## src/rtl/flit_injector.sv

```systemverilog
// Local-port network interface transmitter: turns packet descriptors plus payload words into
// wormhole flits (head/body/tail or single head-tail) for a router inport under buffer_on flow control.
module flit_injector #(
  parameter logic [2:0] X_CURRENT = 3'b000,
  parameter logic [2:0] Y_CURRENT = 3'b000
) (
  input  logic        clk,
  input  logic        rst,
  input  logic        pkt_valid,
  output logic        pkt_ready,
  input  logic [2:0]  pkt_dest_x,
  input  logic [2:0]  pkt_dest_y,
  input  logic [3:0]  pkt_len,
  input  logic        data_valid,
  output logic        data_ready,
  input  logic [59:0] data_in,
  input  logic        buffer_on,
  output logic [63:0] flit_out,
  output logic        valid_out,
  output logic        busy,
  output logic [15:0] pkt_count,
  output logic [1:0]  state_dbg
);

  // Handshakes: a descriptor or payload word transfers at a posedge where its valid and ready are
  // both high; a flit is pushed into the router at a posedge where buffer_on is high.
  typedef enum logic [1:0] {
    IDLE = 2'd0,
    HEAD = 2'd1,
    BODY = 2'd2
  } state_t;

  localparam logic [1:0] TYPE_HEAD = 2'b00;
  localparam logic [1:0] TYPE_BODY = 2'b01;
  localparam logic [1:0] TYPE_TAIL = 2'b10;
  localparam logic [1:0] TYPE_HT   = 2'b11;

  state_t      state_q, state_d;
  logic [2:0]  dx_q, dx_d;
  logic [2:0]  dy_q, dy_d;
  logic [3:0]  len_q, len_d;
  logic [1:0]  tag_q, tag_d;
  logic [3:0]  rem_q, rem_d;
  logic [63:0] flit_q, flit_d;
  logic        valid_q, valid_d;
  logic [15:0] count_q, count_d;

  always_comb begin
    state_d    = state_q;
    dx_d       = dx_q;
    dy_d       = dy_q;
    len_d      = len_q;
    tag_d      = tag_q;
    rem_d      = rem_q;
    flit_d     = flit_q;
    valid_d    = 1'b0;
    count_d    = count_q;
    pkt_ready  = 1'b0;
    data_ready = 1'b0;
    case (state_q)
      IDLE: begin
        pkt_ready = 1'b1;
        if (pkt_valid) begin
          dx_d    = pkt_dest_x;
          dy_d    = pkt_dest_y;
          len_d   = pkt_len;
          tag_d   = count_q[1:0];
          state_d = HEAD;
        end
      end
      HEAD: begin
        if (buffer_on) begin
          valid_d = 1'b1;
          flit_d  = {(len_q == 4'd0) ? TYPE_HT : TYPE_HEAD, tag_q, dx_q, dy_q,
                     X_CURRENT, Y_CURRENT, len_q, 44'd0};
          if (len_q == 4'd0) begin
            state_d = IDLE;
            count_d = count_q + 16'd1;
          end else begin
            state_d = BODY;
            rem_d   = len_q;
          end
        end
      end
      BODY: begin
        data_ready = buffer_on;
        if (data_valid && buffer_on) begin
          valid_d = 1'b1;
          flit_d  = {(rem_q == 4'd1) ? TYPE_TAIL : TYPE_BODY, tag_q, data_in};
          rem_d   = rem_q - 4'd1;
          // Last payload word closes the packet; one IDLE cycle follows every tail.
          if (rem_q == 4'd1) begin
            state_d = IDLE;
            count_d = count_q + 16'd1;
          end
        end
      end
      default: state_d = IDLE;
    endcase
  end

  always_ff @(posedge clk) begin
    if (!rst) begin
      state_q <= IDLE;
      dx_q    <= 3'd0;
      dy_q    <= 3'd0;
      len_q   <= 4'd0;
      tag_q   <= 2'd0;
      rem_q   <= 4'd0;
      flit_q  <= 64'd0;
      valid_q <= 1'b0;
      count_q <= 16'd0;
    end else begin
      state_q <= state_d;
      dx_q    <= dx_d;
      dy_q    <= dy_d;
      len_q   <= len_d;
      tag_q   <= tag_d;
      rem_q   <= rem_d;
      flit_q  <= flit_d;
      valid_q <= valid_d;
      count_q <= count_d;
    end
  end

  assign flit_out  = flit_q;
  assign valid_out = valid_q;
  assign busy      = (state_q != IDLE);
  assign pkt_count = count_q;
  assign state_dbg = state_q;

endmodule

```

## config.mk

```make
export PLATFORM = sky130hd
export DESIGN_NAME = flit_injector
export DESIGN_NICKNAME = d
export VERILOG_FILES = /design/src/rtl/flit_injector.sv
export SDC_FILE = /design/constraint.sdc
export NUM_CORES = 1
export LEC_CHECK = 0
export ABC_AREA = 1
export ABC_CLOCK_PERIOD_IN_PS = 2200
export BUFFER_PORTS_ARGS = -buffer_cell sky130_fd_sc_hd__buf_4
export CAP_MARGIN = 25
export CORE_MARGIN = 2
export CORE_UTILIZATION = 48
export CTS_CLUSTER_SIZE = 30
export DETAILED_ROUTE_END_ITERATION = 8
export PLACE_DENSITY = 0.79
export SETUP_SLACK_MARGIN = 0.15
export SLEW_MARGIN = 20
export SYNTH_ARGS = -nofsm -noshare
export SYNTH_HDL_FRONTEND = slang
export SYNTH_SLANG_ARGS = --single-unit
```

## constraint.sdc

```tcl
create_clock -name clk -period 2.2 [get_ports clk]
set_clock_uncertainty 0.1 [all_clocks]
set_input_delay 0.33 -clock clk [delete_from_list [all_inputs] [get_ports clk]]
set_output_delay 0.33 -clock clk [all_outputs]
set_load 0.01 [all_outputs]
```

==> results.py <==
metrics = {
    "route": {
        "ant_nets": 0,
        "drt_iter0_drc": 249,
        "avgViaCountPerCell": 5.28,
        "wl_per_cell_um": 14.3,
        "wl_um": 11700,
        "via_count": 4322,
        "drcViolationCount": 0,
        "firstDrtPassIters": 4,
    },
    "cells_and_area": {
        "drive_above_1_share": 0.279,
        "finalCoreUtilization": 0.684,
        "syn2layout_area_growth_pct": 37.5,
        "final_cells": 818,
        "n_antenna_cell": 0,
        "nNetsFinal": 789,
    },
    "critical_path": {
        "critical_path.startpoint_type": "flop",
        "crit_family": "buffers and inverters",
        "crit_buf_inv": 4,
        "r2r-end": "pkt_count[3]$_SDFFE_PN0P_",
        "path_class": "reg -> out",
        "max_stage_delay_ns": 0.46,
        "worstPathRequired_ns": 1.77,
        "arrival_ns": 1.55,
        "r2r_start": "state_dbg[0]$_SDFFE_PN0P_",
        "worstPathMaxFanout": 32,
        "cp-end-kind": "output port",
        "reg2reg_depth": 10,
        "crit_slowest_cell": "dfxtp_1",
        "crit_path_cell_trace": "inv_2, ha_4, buf_12, nand2_1, inv_1, buf_4",
        "regToRegSetupSlack_ns": 0.30,
    },
    "min_path": {
        "min_to": "dy_q[1]$_SDFFE_PN0P_",
        "min_from": "pkt_dest_y[1]",
        "min_delay_path_depth": 3,
        "hold_path.class": "in -> reg",
    },
    "global_route": {
        "overflow": 0,
        "grt_max_degree": 56,
        "grt_usage": 0.231,
        "grt_pass1_vias": 3611,
        "grt_pass1_wl_um": 17100,
        "antenna_found_initial": 0,
    },
    "synth": {
        "synth.cell_area_mm2": 0.00411,
        "synth_xor_area_frac": 0.00213,
        "synth.area.mux_share": 0,
        "syn_inst": 559,
        "ys_types": 25,
        "synth_top_family_by_area": "simple AND/OR/NAND/NOR gates",
        "synth_compound_area_frac": 0.163,
        "synth_fa_ha_area_frac": 0.0183,
        "ys_warn_count": 0,
        "synth_flop_cell": "dfxtp_1",
        "async_flop_share": 0,
        "syn_nets": 640,
        "synth-simple-area-share": 0.265,
        "seq_area_frac_synth": 0.482,
        "synth-edff-count": 0,
        "yosys_register_bits": 99,
        "syn_area_per_cell_um2": 7.35,
    },
    "clock_tree": {
        "clock-root-buffer": "clkbuf_8",
        "cts_buffer_depth": 2,
        "cts_sinks": 99,
        "htree_levels": 3,
        "cts_buffers": 9,
        "cts.clk_slew.worst_paths_ns": 0.10,
        "holdBufCountCts": 0,
        "clock_latency_ns": 0.36,
        "cts_tree": "yes",
    },
    "floorplan": {
        "fp.dieW_um": 96.5,
        "initial_core_util": 0.498,
        "die_area_mm2": 0.00932,
        "boundaryPins": 161,
        "design.core.area_mm2": 0.00826,
        "rows": 33,
        "die_h_um": 96.5,
    },
    "power_and_ir_drop": {
        "power_switching_uw": 2300,
        "internal_power_uw": 3550,
        "leakagePower_uw": 0.00236,
        "clkPwrFrac": 0.194,
        "p_seq_frac": 0.385,
        "sw_frac_of_total": 0.393,
        "vdd_drop_max_v": 0.000527,
        "power_density_mw_per_mm2": 1040,
        "comb_power_share": 0.421,
    },
    "placement": {
        "post-place-ws_ns": 0.103,
        "port_buffers": 160,
        "hpwl_um": 8350,
        "dp.cells": 799,
        "place_congestion": 0.855,
    },
    "sta": {
        "setup_tns_ns": 0,
        "worst_pin_slew_ns": 0.890,
        "drv_slew": 0,
        "fin_ws_ns": 0.218,
        "slew_headroom": 0.406,
        "period_needed_ns": 1.98,
        "max_freq_mhz": 505,
        "period_share": 0.901,
        "setup_viol": 0,
        "hold_viol": 0,
        "rsz0062_at_grt": "yes",
    },
    "outcome": {
        "outcome": "finished clean",
    },
    "job": {
        "max-cap-violations": 0,
    },
}
-- cells by family (layout without fill, tap and decap cells) --
logic type	Yosys count	after routing
XOR/XNOR	1	1
adder cells (fa/ha/maj)	6	6
flip-flops	99	99
AO/OA/AOI/OAI	128	128
AND/OR/NAND/NOR	262	262
buffers and inverters	63	217
-- Yosys cell counts (2+ instances only) --
| cell | count | area share |
|---|---|---|
| a21oi_1 | 74 | 0.090 |
| a31oi_1 | 9 | 0.014 |
| buf_2 | 7 | 0.0085 |
| buf_4 | 7 | 0.013 |
| buf_6 | 2 | 0.0055 |
| clkbuf_1 | 18 | 0.016 |
| dfxtp_1 | 99 | 0.48 |
| ha_1 | 6 | 0.018 |
| inv_1 | 25 | 0.023 |
| inv_2 | 3 | 0.0027 |
| nand2_1 | 125 | 0.11 |
| nand3_1 | 62 | 0.076 |
| nand4_1 | 5 | 0.0076 |
| nor2_1 | 66 | 0.060 |
| o21ai_0 | 35 | 0.043 |
| o21ai_1 | 7 | 0.0085 |
-- power groups by stage --
stage	registers (uW)	clock network, uW	logic, uW
2_1_floorplan	2340	0	1410
4_1_cts	2240	1160	2290
6_report	2260	1140	2460
3_5_place_dp	2280	0	2270
3_3_place_gp	2270	0	2220
5_1_grt	2290	1220	2700
-- per-stage QoR --
stage | instance area (um2) | power, uW | hold WS (ns)
floorplan | 4110 | 3750 | 0.345
global placement | 5360 | 4490 | 0.353
detailed placement | 5360 | 4550 | 0.356
CTS | 5570 | 5690 | 0.110
global route | 5650 | 6210 | 0.112
finish | 5650 | 5860 | 0.117
-- metal layers --
layer	track usage	up-vias	wire length (um)
li1	-	2151	-
met4	0.0610	0	172
met3	0.0543	12	989
met5	0	-	0
met2	0.381	150	5550
met1	0.306	2009	5010
-- state kept, by name, summed over array words and instances, names as in the netlist --
name,count
state_dbg,2
valid_out,1
tag_q,2
pkt_count,16
dx_q,3
rem_q,4
len_q,4
dy_q,3
flit_out,64
-- worst max-delay path by stage --
stage / end / cells after the start / startpoint
floorplan: rem_q[3]$_SDFFE_PN0P_ / 9 / state_dbg[1]$_SDFFE_PN0P_
global placement: pkt_count[6]$_SDFFE_PN0P_ / 8 / state_dbg[1]$_SDFFE_PN0P_
detailed placement: flit_out[39]$_SDFFE_PN0P_ / 9 / state_dbg[1]$_SDFFE_PN0P_
CTS: data_ready / 6 / state_dbg[0]$_SDFFE_PN0P_
global route: data_ready / 6 / state_dbg[0]$_SDFFE_PN0P_
finish: data_ready / 6 / state_dbg[0]$_SDFFE_PN0P_
-- placed cells by master, fill, tap and decap left out, types with 4 or more instances in the layout --
cell type	netlist	final
a31oi_1	9	9
ha_1	6	4
nand4_1	5	5
buf_4	7	168
nor2_1	66	66
a21oi_1	74	74
nand3_1	62	62
nand2_1	125	125
dfxtp_1	99	98
o21ai_0	35	35
clkbuf_8	0	11
inv_1	25	24
o21ai_1	7	7
-- area by class of cell --
cell class,count,area (um2)
flip-flops and latches,99,1980
multi-input cells,397,1870
clock buffers,11,151
clock inverters,5,43.8
well taps,105,131
inverters,28,110
repair buffers,173,1360
fillers,708,2610
-- repair_timing --
item	in CTS	in global routing
buffers inserted	0	3
pin swaps	1	1
resized for setup	2	15
endpoints found under the setup margin	43	67
-- worst register-to-register path, cell delays in order, from the launching register on --
cell     delay, ns
dfxtp_1       0.38
inv_2         0.11
ha_4          0.18
inv_2         0.04
o21ai_1       0.13
nand2_2       0.16
nor2_4        0.23
buf_4         0.21
nand2_1       0.08
o21ai_0       0.14
nor2_1        0.05
(Power assumes the default switching activity.)
